--- src/rtl/disp_ch_scheduler_if.sv ---
// Display channel scheduler bus: mode/selection/request inputs and
// the registered display-select outputs.
interface disp_ch_scheduler_if;
  logic [1:0] mode;      // 00 manual, 01 auto-scan, 10 request-arbitrated, 11 freeze
  logic [2:0] sw_sel;    // manual channel choice
  logic [7:0] req;       // per-channel display request, level-sensitive
  logic [2:0] test_sel;  // selected channel
  logic       latch_en;  // channel-0 latch load enable
  logic [7:0] grant;     // one-hot copy of test_sel
  logic       sel_chg;   // pulse after each test_sel change

  modport master (
    output mode, sw_sel, req,
    input  test_sel, latch_en, grant, sel_chg
  );

  modport slave (
    input  mode, sw_sel, req,
    output test_sel, latch_en, grant, sel_chg
  );
endinterface

--- src/rtl/disp_ch_scheduler.sv ---
// Display channel scheduler: picks which of 8 channels drives the display
// mux, either manually, by timed auto-scan, or by round-robin arbitration
// of requests, with a minimum dwell time per selected channel.
module disp_ch_scheduler #(
  parameter int DWELL = 1024,
  parameter int CNT_W = 26
) (
  input  logic                 clk,
  input  logic                 rst_n,
  disp_ch_scheduler_if.slave   bus
);

  typedef enum logic [1:0] {
    MANUAL = 2'b00,
    SCAN   = 2'b01,
    ARB    = 2'b10,
    FREEZE = 2'b11
  } state_t;

  localparam logic [CNT_W-1:0] DWELL_MAX = CNT_W'(DWELL - 1);

  state_t           state_q, state_d;
  logic [2:0]       sel_q, sel_d;
  logic [CNT_W-1:0] cnt_q, cnt_d;
  logic [7:0]       grant_q;
  logic             sel_chg_q;
  logic             latch_en_q;
  logic [2:0]       arb_tgt;
  logic             dwell_done;

  assign dwell_done = (cnt_q == DWELL_MAX);

  // Round-robin search starting at sel_q+1; the current channel (offset 8,
  // which wraps to sel_q) is searched last. Descending loop leaves the
  // smallest matching offset. No requests at all defaults to channel 0.
  always_comb begin
    arb_tgt = 3'd0;
    for (int k = 8; k >= 1; k--) begin
      if (bus.req[sel_q + 3'(k)]) begin
        arb_tgt = sel_q + 3'(k);
      end
    end
  end

  // Next state follows mode; on a mode change only the state moves and the
  // dwell counter clears, so the new mode acts from the following cycle.
  always_comb begin
    state_d = state_t'(bus.mode);
    sel_d   = sel_q;
    cnt_d   = cnt_q;
    if (state_d != state_q) begin
      cnt_d = '0;
    end else begin
      case (state_q)
        MANUAL: begin
          sel_d = bus.sw_sel;
          cnt_d = '0;
        end
        SCAN: begin
          if (dwell_done) begin
            sel_d = sel_q + 3'd1;
            cnt_d = '0;
          end else begin
            cnt_d = cnt_q + CNT_W'(1);
          end
        end
        ARB: begin
          // Switch only at end of dwell or when the current channel releases;
          // staying on the same channel leaves the counter saturated.
          if ((dwell_done || !bus.req[sel_q]) && (arb_tgt != sel_q)) begin
            sel_d = arb_tgt;
            cnt_d = '0;
          end else if (!dwell_done) begin
            cnt_d = cnt_q + CNT_W'(1);
          end
        end
        default: begin
          // FREEZE: everything holds
        end
      endcase
    end
  end

  // FSM state register
  always_ff @(posedge clk or negedge rst_n) begin
    if (!rst_n) begin
      state_q <= MANUAL;
    end else begin
      state_q <= state_d;
    end
  end

  // Selection, dwell counter and registered outputs derived from next values
  always_ff @(posedge clk or negedge rst_n) begin
    if (!rst_n) begin
      sel_q      <= 3'd0;
      cnt_q      <= '0;
      grant_q    <= 8'h01;
      sel_chg_q  <= 1'b0;
      latch_en_q <= 1'b1;
    end else begin
      sel_q      <= sel_d;
      cnt_q      <= cnt_d;
      grant_q    <= 8'h01 << sel_d;
      sel_chg_q  <= (sel_d != sel_q);
      latch_en_q <= (state_d != FREEZE) && (sel_d == 3'd0);
    end
  end

  assign bus.test_sel = sel_q;
  assign bus.grant    = grant_q;
  assign bus.sel_chg  = sel_chg_q;
  assign bus.latch_en = latch_en_q;

endmodule

--- src/flat_wrapper.sv ---
// flat-port wrapper written by rule: the top's interface ports become plain ports
module disp_ch_scheduler_flat 
#(
  parameter int DWELL = 1024,
  parameter int CNT_W = 26
)
  (clk, rst_n, bus_mode, bus_sw_sel, bus_req, bus_test_sel, bus_latch_en, bus_grant, bus_sel_chg);
  disp_ch_scheduler_if bus_i ();
  input  logic clk;
  input  logic rst_n;
  input wire logic [$bits(bus_i.mode)-1:0] bus_mode;
  input wire logic [$bits(bus_i.sw_sel)-1:0] bus_sw_sel;
  input wire logic [$bits(bus_i.req)-1:0] bus_req;
  output wire logic [$bits(bus_i.test_sel)-1:0] bus_test_sel;
  output wire logic [$bits(bus_i.latch_en)-1:0] bus_latch_en;
  output wire logic [$bits(bus_i.grant)-1:0] bus_grant;
  output wire logic [$bits(bus_i.sel_chg)-1:0] bus_sel_chg;
  assign bus_i.mode = bus_mode;
  assign bus_i.sw_sel = bus_sw_sel;
  assign bus_i.req = bus_req;
  assign bus_test_sel = bus_i.test_sel;
  assign bus_latch_en = bus_i.latch_en;
  assign bus_grant = bus_i.grant;
  assign bus_sel_chg = bus_i.sel_chg;
  disp_ch_scheduler #(.DWELL(DWELL), .CNT_W(CNT_W)) u_core (.clk(clk), .rst_n(rst_n), .bus(bus_i));
endmodule
--- config.mk ---
export PLATFORM = sky130hd
export DESIGN_NAME = disp_ch_scheduler_flat
export DESIGN_NICKNAME = d
export VERILOG_FILES = /design/src/rtl/disp_ch_scheduler_if.sv /design/src/rtl/disp_ch_scheduler.sv /design/src/flat_wrapper.sv
export SDC_FILE = /design/constraint.sdc
export NUM_CORES = 1
export LEC_CHECK = 0
export BUFFER_PORTS_ARGS = -buffer_cell sky130_fd_sc_hd__buf_2
export CAP_MARGIN = 20
export CORE_UTILIZATION = 38
export DETAILED_ROUTE_END_ITERATION = 16
export SYNTH_ARGS = -nofsm -noshare
export SYNTH_HDL_FRONTEND = slang
export SYNTH_SLANG_ARGS = --single-unit
--- constraint.sdc ---
create_clock -name clk -period 11.63 [get_ports clk]
set_clock_uncertainty 0.2 [all_clocks]
set_input_delay 1.163 -clock clk [delete_from_list [all_inputs] [get_ports clk]]
set_output_delay 1.163 -clock clk [all_outputs]
set_load 0.02 [all_outputs]
==> qor.json, run 1 <==
{
  "status": "complete, no violations",
  "tightestPinTransition_ns": 0.920,
  "cellPowerDensity_mw_per_mm2": 263,
  "grt_start_max_net_pins": 44,
  "cts_tree": "yes",
  "reg2regPathDepth": 11,
  "comb_power_share_pct": 71.0,
  "grt_overflow_total": 0,
  "synth.avg_cell_area_um2": 9.46,
  "ys_types": 73,
  "placement.io_buffers": 27,
  "peak_supply_drop_v": 0.000119,
  "htreeDepth": 2,
  "start_util_pct": 39.5,
  "postSynthRegisterBits": 41,
  "groute.usage.overall_pct": 18.2,
  "worst-path-max-fanout": 43,
  "min_delay_path_class": "reg2reg",
  "post-dp-hpwl_um": 6010,
  "nets": 404,
  "setup.worst_path.class": "reg2reg",
  "critical_path.most_common_cell": "sky130_fd_sc_hd__nand2_1",
  "cap_viol_max_count": 0,
  "die_area_mm2": 0.00949,
  "syn-cell-area_mm2": 0.00346,
  "synth.net_count": 388,
  "tritoncts_num_sinks": 41,
  "detail_route.drc_violations": 0,
  "worstPathCellList": "clkinv_1, ha_1, mux4_2, mux2i_1, nand2_1, a211oi_1, a211oi_4, xnor2_4, a41o_2, nand2_1, o31ai_1",
  "layout.filler_cells": 862,
  "grt_pass1_wl_um": 14300,
  "period_needed_ns": 5.42,
  "cts-root-to-sink-buffers": 2,
  "setup-tns-final_ns": 0,
  "syn-instance-count": 366,
  "hold-path-endpoint": "u_core.cnt_q[20]",
  "synth-seq-area-share_pct": 29.7,
  "postCtsResizedCells": 0,
  "synth_warnings": 0,
  "area_growth_syn_to_layout_pct": 7.81,
  "final-instance-count-excl-fill": 491,
  "tritoncts.num_buffers": 5,
  "synth-async-reset-ratio_pct": 100,
  "path_delay_family": "compound AO/OA/AOI/OAI gates",
  "netlist_top_cells_area": "sky130_fd_sc_hd__dfrtp_1 28%, sky130_fd_sc_hd__mux4_2 5.9%, sky130_fd_sc_hd__a31oi_1 5.6%, sky130_fd_sc_hd__nand2_1 2.9%, sky130_fd_sc_hd__nand2b_1 2.9%",
  "clk-insertion-delay-late_ns": 0.29,
  "grt_antenna_before_repair": 0,
  "dr_total_vias": 2968,
  "crit_path_top_delay_cell": "sky130_fd_sc_hd__dfrtp_1",
  "floorplan.io_pins": 28,
  "grt_setup_unrepaired": "no",
  "crit_path_start": "u_core.bus.test_sel[0]",
  "critPathRequiredTime_ns": 11.63,
  "worstSetupEndpointType": "flop",
  "wp_buf_inv": 1,
  "drt-wirelength-per-cell_um": 16.9,
  "core_mm2": 0.00876,
  "placed_cell_area_mm2": 0.00364,
  "maximum_clock_frequency_mhz": 184,
  "cts_post_setup_buffers_inserted": 0,
  "first_global_vias": 2844,
  "net-switching-power_mw": 0.491,
  "clkSlewWorstSetupHoldPaths_ns": 0.08,
  "cts_hold_buf": 0,
  "netSwitchingFraction_pct": 50.1,
  "synth_ff_type": "sky130_fd_sc_hd__dfrtp_1",
  "numPlacedInstances": 483,
  "totalWireLength_um": 8310,
  "fin_area_mm2": 0.00373,
  "internal-power_mw": 0.489,
  "cts_root_buffer": "sky130_fd_sc_hd__clkbuf_8",
  "power.share.clock_pct": 9.7,
  "setup_violators_final": 0,
  "ff2ff_setup_slack_ns": 6.21,
  "power.static_leakage_nw": 1.52,
  "hold_start": "u_core.cnt_q[20]",
  "r2r_end": "u_core.cnt_q[21]",
  "worstReg2RegStart": "u_core.bus.test_sel[0]",
  "synth_edf_count": 0,
  "dieWidth_um": 97.4,
  "drt.antenna.violating_nets": 0,
  "finalWeightedCongestion": 0.917,
  "cp_slowest_stage_delay_ns": 0.94,
  "detail_route.vias_per_cell": 6.04,
  "drive_above_1_share_pct": 20.6,
  "slew_viol_final": 0,
  "max-slew-margin-rel_pct": 38.7,
  "power.sequential.fraction_pct": 19.3,
  "first_iter_violations": 183,
  "whs_path_depth": 1,
  "drt-pass1-iter-count": 5,
  "start_kind": "flop",
  "die_height_um": 97.4,
  "rows": 34,
  "report.power.total_mw": 0.980,
  "synth_top_area_share_pct": 28.2,
  "fin_crit_sh_pct": 46.6,
  "antenna_cells": 0,
  "synth_top_area_cell": "sky130_fd_sc_hd__dfrtp_1",
  "critPathArrivalTime_ns": 5.42,
  "final_hold_fails": 0
}
[synth_stat cells (7+ instances only)]
library cell,number
sky130_fd_sc_hd__dfrtp_1,39
sky130_fd_sc_hd__a31oi_1,31
sky130_fd_sc_hd__nand2_1,27
sky130_fd_sc_hd__nor2_1,17
sky130_fd_sc_hd__nand2b_1,16
sky130_fd_sc_hd__a21oi_1,15
sky130_fd_sc_hd__and3_1,15
sky130_fd_sc_hd__nand3_1,15
sky130_fd_sc_hd__inv_1,12
sky130_fd_sc_hd__a211oi_1,10
sky130_fd_sc_hd__a22oi_1,9
sky130_fd_sc_hd__buf_2,9
sky130_fd_sc_hd__mux4_2,9
sky130_fd_sc_hd__clkbuf_1,8
sky130_fd_sc_hd__mux2i_1,8
sky130_fd_sc_hd__ha_1,7
sky130_fd_sc_hd__nor4_1,7
[per-stage QoR]
| stage | setup slack (ns) | hold WS [ns] | util [%] |
|---|---|---|---|
| after CTS | 6.22 | 0.317 | 42.6 |
| final | 6.21 | 0.323 | 42.6 |
| after global placement | 6.45 | 0.293 | 41.5 |
| after floorplan | 7.28 | 0.266 | - |
| after detailed placement | 6.26 | 0.303 | 41.5 |
| after global routing | 5.69 | 0.338 | 42.6 |
[layout by cell type, fill, tap and decap left out, types with 3 or more instances in the layout]
cell                        n
sky130_fd_sc_hd__a211o_1    3
sky130_fd_sc_hd__a211oi_1  10
sky130_fd_sc_hd__a21oi_1   15
sky130_fd_sc_hd__a221oi_1   3
sky130_fd_sc_hd__a22o_1     3
sky130_fd_sc_hd__a22oi_1    9
sky130_fd_sc_hd__a31oi_1   31
sky130_fd_sc_hd__and2_1     5
sky130_fd_sc_hd__and3_1    15
sky130_fd_sc_hd__and3b_1    3
sky130_fd_sc_hd__buf_2     27
sky130_fd_sc_hd__buf_4      3
sky130_fd_sc_hd__clkbuf_8   6
sky130_fd_sc_hd__dfrtp_1   39
sky130_fd_sc_hd__ha_1       7
sky130_fd_sc_hd__inv_1     12
sky130_fd_sc_hd__mux2_2     5
sky130_fd_sc_hd__mux2_4     3
sky130_fd_sc_hd__mux2i_1    8
sky130_fd_sc_hd__mux4_2     9
sky130_fd_sc_hd__nand2_1   27
sky130_fd_sc_hd__nand2b_1  16
sky130_fd_sc_hd__nand3_1   15
sky130_fd_sc_hd__nand4_1    3
sky130_fd_sc_hd__nor2_1    17
sky130_fd_sc_hd__nor2b_1    3
sky130_fd_sc_hd__nor3_1     4
sky130_fd_sc_hd__nor4_1     7
sky130_fd_sc_hd__o211ai_1   4
sky130_fd_sc_hd__o21ai_0    5
sky130_fd_sc_hd__o21ai_1    5
sky130_fd_sc_hd__o22ai_1    3
sky130_fd_sc_hd__o31ai_1    4
sky130_fd_sc_hd__xnor2_1    4
sky130_fd_sc_hd__xor2_1     3
[state kept, by name, summed over array words and instances, names as in the netlist]
| name | cells |
|---|---|
| u_core.state_q | 2 |
| u_core.bus.test_sel | 3 |
| u_core.cnt_q | 26 |
| u_core.bus.grant | 8 |
| u_core.bus.sel_chg | 1 |
| u_core.bus.latch_en | 1 |
[logic make-up (layout without fill, tap and decap cells)]
| family | count (synthesis) | count (layout) | synth area share (%) |
|---|---|---|---|
| compound gates | 116 | 116 | 25.5 |
| xor+xnor | 10 | 10 | 3.51 |
| fa+ha+maj | 7 | 7 | 2.53 |
| buf+inv | 35 | 52 | 4.77 |
| flops | 41 | 41 | 29.7 |
| mux | 29 | 29 | 13.1 |
| simple gates | 128 | 128 | 20.9 |
[per-layer routing]
layer  track usage, %  vias up  part of all wire [%]
met4             5.54        0                   1.5
met3             2.52        9                   4.4
met1             26.0     1432                    47
li1                 -     1448                     -
met5                0        -                     0
met2             28.4       79                    47
[worst max-delay path by stage]
stage	to	slack [ns]	cells past startpoint
after floorplan	u_core.cnt_q[10]	7.28	16
after global placement	u_core.cnt_q[17]	6.45	11
after detailed placement	u_core.cnt_q[21]	6.26	11
after CTS	u_core.cnt_q[21]	6.22	11
after global routing	u_core.cnt_q[17]	5.69	11
final	u_core.cnt_q[21]	6.21	11
[worst reg2reg max path, stage by stage (launching register included)]
cell and delay (ns):
sky130_fd_sc_hd__dfrtp_1 0.94, sky130_fd_sc_hd__clkinv_1 0.47, sky130_fd_sc_hd__ha_1 0.59, sky130_fd_sc_hd__mux4_2 0.46
sky130_fd_sc_hd__mux2i_1 0.40, sky130_fd_sc_hd__nand2_1 0.12, sky130_fd_sc_hd__a211oi_1 0.38, sky130_fd_sc_hd__a211oi_4 0.17
sky130_fd_sc_hd__xnor2_4 0.33, sky130_fd_sc_hd__a41o_2 0.72, sky130_fd_sc_hd__nand2_1 0.27, sky130_fd_sc_hd__o31ai_1 0.27
[cell type report]
| type | count | area (um^2) | share of cell area, % |
|---|---|---|---|
| multi-input combinational | 290 | 2270 | 60.8 |
| sequential | 41 | 1030 | 27.6 |
| inverter | 14 | 52.6 | 1.41 |
| clock buffer | 8 | 90.1 | 2.41 |
| timing repair buffer | 30 | 158 | 4.23 |
| tap | 108 | 135 | 3.62 |
[power groups by stage]
stage,clock network [mW],registers [mW],logic (mW)
after global routing,0.105,0.194,0.748
after floorplan,0,0.200,0.550
after global placement,0,0.192,0.677
after CTS,0.0993,0.190,0.688
final,0.0947,0.189,0.696
after detailed placement,0,0.193,0.685
Power figures use the tool's default switching activity.
==> run 2, diff against run 1 <==
--- a/config.mk
+++ b/config.mk
@@ -5,6 +5,7 @@
 export SDC_FILE = /design/constraint.sdc
 export NUM_CORES = 1
 export LEC_CHECK = 0
+export ABC_AREA = 1
 export BUFFER_PORTS_ARGS = -buffer_cell sky130_fd_sc_hd__buf_2
 export CAP_MARGIN = 20
 export CORE_UTILIZATION = 38
==> constraint.sdc (replaced) <==
create_clock -name clk -period 5.4 [get_ports clk]
set_clock_uncertainty 0.2 [all_clocks]
set_input_delay 0.54 -clock clk [delete_from_list [all_inputs] [get_ports clk]]
set_output_delay 0.54 -clock clk [all_outputs]
set_load 0.02 [all_outputs]
==> qor.json, run 2 <==
{
  "largest_register_ffs": 26,
  "critical_path.most_common_cell": "sky130_fd_sc_hd__nand2_1",
  "ff2ff_setup_slack_ns": 1.34,
  "min_delay_path_class": "in2async",
  "fin_crit_sh_pct": 75.3,
  "synth_edf_count": 0,
  "core_mm2": 0.00834,
  "tritoncts.num_buffers": 5,
  "crit_end": "u_core.cnt_q[19]",
  "path_delay_family": "simple AND/OR/NAND/NOR gates",
  "clkSlewWorstSetupHoldPaths_ns": 0.09,
  "syn-instance-count": 491,
  "cp_slowest_stage_delay_ns": 0.62,
  "largest_register": "u_core.cnt_q",
  "grt_overflow_total": 0,
  "crit_path_start": "u_core.bus.test_sel[1]",
  "die_height_um": 95.5,
  "route.top_layer_used": "met4",
  "r2r_end": "u_core.cnt_q[19]",
  "netlist_top_cells_count": "130 x sky130_fd_sc_hd__nand2_1, 59 x sky130_fd_sc_hd__inv_1, 55 x sky130_fd_sc_hd__nand3_1",
  "start_util_pct": 39.8,
  "maximum_clock_frequency_mhz": 246,
  "first_global_vias": 2853,
  "first_iter_violations": 254,
  "max-slew-margin-rel_pct": 39.9,
  "setup_violators_final": 0,
  "synth-seq-area-share_pct": 31.0,
  "postCtsResizedCells": 0,
  "cts_tree": "yes",
  "cellPowerDensity_mw_per_mm2": 446,
  "htreeDepth": 2,
  "detail_route.vias_per_cell": 5.21,
  "synth_ff_type": "sky130_fd_sc_hd__dfrtp_1",
  "slew_viol_final": 0,
  "ys_types": 45,
  "grt_pass1_wl_um": 13800,
  "layout.filler_cells": 904,
  "crit_path_top_delay_cell": "sky130_fd_sc_hd__dfrtp_1",
  "nets": 535,
  "tritoncts_num_sinks": 41,
  "cap_viol_max_count": 0,
  "synth.avg_cell_area_um2": 6.76,
  "critPathArrivalTime_ns": 4.10,
  "drt.antenna.violating_nets": 0,
  "setup-tns-final_ns": 0,
  "finalWeightedCongestion": 0.881,
  "wl_met3_um": 317,
  "tightestPinTransition_ns": 0.902,
  "drive_above_1_share_pct": 14.2,
  "placement.io_buffers": 27,
  "groute.usage.overall_pct": 19.1,
  "path_depth": 22,
  "period_needed_ns": 4.06,
  "power.static_leakage_nw": 1.67,
  "netlist_top_cells_area": "sky130_fd_sc_hd__dfrtp_1 29%, sky130_fd_sc_hd__nand2_1 15%, sky130_fd_sc_hd__nand3_1 8.3%, sky130_fd_sc_hd__inv_1 6.7%, sky130_fd_sc_hd__nor2_1 4.7%",
  "cts_post_setup_buffers_inserted": 0,
  "routed-wl-met2_um": 3720,
  "dr_total_vias": 3224,
  "synth.net_count": 513,
  "synth_top_area_share_pct": 29.4,
  "dieWidth_um": 95.5,
  "synth_warnings": 0,
  "yosys.cell_count.top_type": "sky130_fd_sc_hd__nand2_1",
  "cts_root_buffer": "sky130_fd_sc_hd__clkbuf_8",
  "cts_hold_buf": 0,
  "synth_top_area_cell": "sky130_fd_sc_hd__dfrtp_1",
  "final_hold_fails": 0,
  "grt_antenna_before_repair": 0,
  "die_area_mm2": 0.00912,
  "syn-cell-area_mm2": 0.00332,
  "status": "complete, no violations",
  "cts-root-to-sink-buffers": 2,
  "post-dp-hpwl_um": 6340,
  "report.power.total_mw": 1.60,
  "critPathRequiredTime_ns": 5.43,
  "peak_supply_drop_v": 0.000202,
  "reg2regPathDepth": 22,
  "drt-wirelength-per-cell_um": 13.3,
  "start_kind": "flop",
  "antenna_cells": 0,
  "drt-pass1-iter-count": 5,
  "rows": 33,
  "grt_start_max_net_pins": 42,
  "m1WireLength_um": 4060,
  "wp_buf_inv": 3,
  "worstSetupEndpointType": "flop",
  "setup.worst_path.class": "reg2reg",
  "clk-insertion-delay-late_ns": 0.31,
  "grt_setup_unrepaired": "no",
  "floorplan.io_pins": 28,
  "worst-path-max-fanout": 22,
  "worstReg2RegStart": "u_core.bus.test_sel[1]",
  "synth-async-reset-ratio_pct": 100,
  "postSynthRegisterBits": 41,
  "detail_route.drc_violations": 0,
  "worstPathCellList": "inv_1, ha_1, inv_2, nand3_1, nand2_1, o21ai_1, nor2_1, nand2_1, nand2_1, nand2_1, nand2_1, nand2_1, nand2_1, nor2_2, nand3_2, nand2_4, nand3_2, nand2_2, inv_2, nand3_1, o21ai_1, nor2_1",
  "layout_commonest_cell": "sky130_fd_sc_hd__nand2_1",
  "totalWireLength_um": 8230,
  "mostFrequentLayoutCells": "130 x sky130_fd_sc_hd__nand2_1, 59 x sky130_fd_sc_hd__inv_1, 55 x sky130_fd_sc_hd__nand3_1, 42 x sky130_fd_sc_hd__nor2_1, 39 x sky130_fd_sc_hd__dfrtp_1",
  "area_growth_syn_to_layout_pct": 7.91
}
## run 2: cell families (layout without fill, tap and decap cells)
family | count (synthesis) | count (layout) | synth area share (%)
and+or+nand+nor | 284 | 284 | 39.9
DFF | 41 | 41 | 31.0
AOI/OAI and AO/OA | 66 | 66 | 11.9
muxes | 2 | 2 | 0.603
xor gates and xnor gates | 11 | 11 | 3.13
buffers and inverters | 80 | 103 | 10.9
adders and majority gates | 7 | 7 | 2.64
## run 2: metrics by stage
step | std cells | cell area (um^2) | hold WS [ns] | utilization (%) | worst slack [ns]
after detailed placement | 611 | 3490 | 0.327 | 41.9 | 1.34
after floorplan | 491 | 3320 | 0.0444 | - | 2.26
final | 619 | 3580 | 0.161 | 43.0 | 1.34
after CTS | 619 | 3580 | 0.172 | 43.0 | 1.31
after global routing | 619 | 3580 | 0.174 | 43.0 | 0.886
after global placement | 611 | 3490 | 0.321 | 41.9 | 1.48
## run 2: layout make-up
class	count	area, um^2	share of cell area [%]
Sequential cell	41	1030	28.7
Clock inverter	3	22.5	0.628
Timing Repair Buffer	27	135	3.77
Multi-Input combinational cell	370	1930	53.8
Clock buffer	5	68.8	1.92
Inverter	68	268	7.47
Tap cell	105	131	3.67
## run 2: worst register-to-register path, cell delays in order (launching register included)
cell                      delay, ns
sky130_fd_sc_hd__dfrtp_1       0.62
sky130_fd_sc_hd__inv_1         0.30
sky130_fd_sc_hd__ha_1          0.52
sky130_fd_sc_hd__inv_2         0.11
sky130_fd_sc_hd__nand3_1       0.11
sky130_fd_sc_hd__nand2_1       0.06
sky130_fd_sc_hd__o21ai_1       0.27
sky130_fd_sc_hd__nor2_1        0.07
sky130_fd_sc_hd__nand2_1       0.07
sky130_fd_sc_hd__nand2_1       0.05
sky130_fd_sc_hd__nand2_1       0.07
sky130_fd_sc_hd__nand2_1       0.07
sky130_fd_sc_hd__nand2_1       0.06
sky130_fd_sc_hd__nand2_1       0.07
sky130_fd_sc_hd__nor2_2        0.08
sky130_fd_sc_hd__nand3_2       0.10
sky130_fd_sc_hd__nand2_4       0.13
sky130_fd_sc_hd__nand3_2       0.08
sky130_fd_sc_hd__nand2_2       0.34
sky130_fd_sc_hd__inv_2         0.28
sky130_fd_sc_hd__nand3_1       0.15
sky130_fd_sc_hd__o21ai_1       0.07
sky130_fd_sc_hd__nor2_1        0.11
## run 2: worst min path at each step
stage,end,depth (start not counted),slack (ns)
global route,u_core.state_q[0],1,0.17
finish,u_core.cnt_q[21],1,0.16
detailed placement,u_core.cnt_q[6],2,0.33
CTS,u_core.state_q[0],1,0.17
global placement,u_core.cnt_q[6],2,0.32
floorplan,u_core.bus.grant[1],0,0.04
## run 2: power by group
| group | internal (mW) | switching [mW] |
|---|---|---|
| Combinational | 0.318 | 0.678 |
| Clock | 0.0908 | 0.121 |
| Sequential | 0.343 | 0.0469 |
| Total | 0.752 | 0.846 |
## run 2: per-layer routing
layer	global-route usage (%)	vias to the layer above
li1	-	1657
met1	28.7	1477
met2	28.5	77
met3	2.15	13
met4	5.85	0
met5	0	-
==> run 3, diff against run 2 <==
==> constraint.sdc (replaced) <==
create_clock -name clk -period 4 [get_ports clk]
set_clock_uncertainty 0.2 [all_clocks]
set_input_delay 0.4 -clock clk [delete_from_list [all_inputs] [get_ports clk]]
set_output_delay 0.4 -clock clk [all_outputs]
set_load 0.02 [all_outputs]
==> qor.json, run 3 (synthesized netlist as in run 2, its figures left out) <==
{
  "die_area_mm2": 0.00912,
  "setup.worst_path.class": "reg2reg",
  "placement.io_buffers": 27,
  "drt.antenna.violating_nets": 0,
  "clkSlewWorstSetupHoldPaths_ns": 0.08,
  "cellPowerDensity_mw_per_mm2": 623,
  "report.power.total_mw": 2.26,
  "reg2regPathDepth": 24,
  "maximum_clock_frequency_mhz": 286,
  "post-dp-hpwl_um": 6400,
  "tightestPinTransition_ns": 0.886,
  "grt_start_max_net_pins": 42,
  "grt_overflow_total": 0,
  "die_height_um": 95.5,
  "cap_viol_max_count": 0,
  "numPlacedInstances": 614,
  "detail_route.drc_violations": 0,
  "worst-path-max-fanout": 17,
  "start_kind": "flop",
  "nets": 538,
  "worstReg2RegStart": "u_core.bus.test_sel[0]",
  "tritoncts.num_buffers": 5,
  "drive_above_1_share_pct": 14.9,
  "final-instance-count-excl-fill": 622,
  "antenna_cells": 0,
  "mostFrequentLayoutCells": "130 x sky130_fd_sc_hd__nand2_1, 59 x sky130_fd_sc_hd__inv_1, 55 x sky130_fd_sc_hd__nand3_1, 42 x sky130_fd_sc_hd__nor2_1, 38 x sky130_fd_sc_hd__dfrtp_1",
  "cp_slowest_stage_delay_ns": 0.53,
  "min_delay_path_class": "in2async",
  "r2r_end": "u_core.cnt_q[19]",
  "dieWidth_um": 95.5,
  "first_global_vias": 3106,
  "layout_commonest_cell": "sky130_fd_sc_hd__nand2_1",
  "setup_violators_final": 0,
  "core_mm2": 0.00834,
  "area_growth_syn_to_layout_pct": 9.50,
  "worstSetupEndpointType": "flop",
  "period_needed_ns": 3.49,
  "dr_total_vias": 3279,
  "drt-pass1-iter-count": 7,
  "largest_register_ffs": 26,
  "worstPathCellList": "inv_8, ha_1, inv_2, nand3_1, nand3_1, nand2_1, inv_1, nand3_1, nand2_1, nand2_1, nand2_1, nand2_1, nand2_1, nand2_1, nand2_1, nand2_1, nand3_2, nand2_4, nand3_2, nand2_2, inv_2, nand3_1, o21ai_1, nor2_1",
  "status": "complete, no violations",
  "groute.usage.overall_pct": 19.9,
  "tritoncts_num_sinks": 41,
  "totalWireLength_um": 8210,
  "detail_route.vias_per_cell": 5.27,
  "first_iter_violations": 247,
  "critPathRequiredTime_ns": 4.00,
  "peak_supply_drop_v": 0.000296,
  "setup-tns-final_ns": 0,
  "finalCoreUtilization_pct": 43.6,
  "start_util_pct": 39.8,
  "slew_viol_final": 0,
  "max-slew-margin-rel_pct": 40.9,
  "grt_pass1_wl_um": 14300,
  "power.static_leakage_nw": 1.70,
  "fin_crit_sh_pct": 87.3,
  "cts_tree": "yes",
  "layout.filler_cells": 911,
  "rows": 33,
  "finalWeightedCongestion": 0.949,
  "cts-root-to-sink-buffers": 2,
  "crit_path_top_delay_cell": "sky130_fd_sc_hd__dfrtp_2",
  "drt-wirelength-per-cell_um": 13.2,
  "path_delay_family": "simple AND/OR/NAND/NOR gates",
  "critical_path.most_common_cell": "sky130_fd_sc_hd__nand2_1",
  "clk-insertion-delay-late_ns": 0.30,
  "final_hold_fails": 0,
  "largest_register": "u_core.cnt_q",
  "wp_buf_inv": 4,
  "ff2ff_setup_slack_ns": 0.51,
  "cts_root_buffer": "sky130_fd_sc_hd__clkbuf_8",
  "cts_hold_buf": 0,
  "grt_setup_unrepaired": "no",
  "floorplan.io_pins": 28,
  "htreeDepth": 2,
  "grt_antenna_before_repair": 0,
  "critPathArrivalTime_ns": 3.49
}
-- run 3: how the worst max path moves through the flow --
stage / start / to / slack [ns] / depth (start not counted)
after CTS: u_core.bus.test_sel[0] / u_core.cnt_q[19] / 0.38 / 24
after global routing: u_core.bus.test_sel[1] / u_core.cnt_q[3] / 0.11 / 25
after detailed placement: u_core.bus.test_sel[0] / u_core.cnt_q[19] / 0.40 / 24
after floorplan: u_core.bus.test_sel[0] / u_core.cnt_q[9] / 0.86 / 27
final: u_core.bus.test_sel[0] / u_core.cnt_q[19] / 0.51 / 24
after global placement: u_core.bus.test_sel[0] / u_core.cnt_q[19] / 0.55 / 24
-- run 3: metrics by stage --
stage / worst slack [ns] / hold WS (ns) / cell area, um^2
after floorplan: 0.860 / -0.0956 / 3320
after global placement: 0.553 / 0.345 / 3510
after global routing: 0.113 / 0.0391 / 3640
after detailed placement: 0.401 / 0.347 / 3510
after CTS: 0.383 / 0.0329 / 3630
final: 0.509 / 0.0151 / 3640
-- run 3: power breakdown --
group	total [mW]	internal, mW	switching (mW)
clock	0.359	0.203	0.156
combinational	1.38	0.443	0.939
sequential	0.524	0.464	0.0598
total	2.26	1.11	1.16
-- run 3: final cells by class --
type / instances / area, um^2 / area share [%]
Multi-Input combinational cell: 370 / 1930 / 53.1
Sequential cell: 41 / 1030 / 28.3
Inverter: 68 / 268 / 7.36
Timing Repair Buffer: 30 / 158 / 4.34
Tap cell: 105 / 131 / 3.61
Clock buffer: 6 / 82.6 / 2.27
Clock inverter: 2 / 37.5 / 1.03
-- run 3: per-layer routing --
layer / wire length [um] / GRT usage (%)
met1: 4030 / 27.9
met5: 0 / 0
met2: 3760 / 31.1
met3: 298 / 2.55
met4: 127 / 7.59
-- run 3: repair_timing --
| item | in CTS | in global routing |
|---|---|---|
| endpoints found under the setup margin | 0 | 4 |
| resized for setup | 0 | 1 |
| buffers inserted | 0 | 0 |
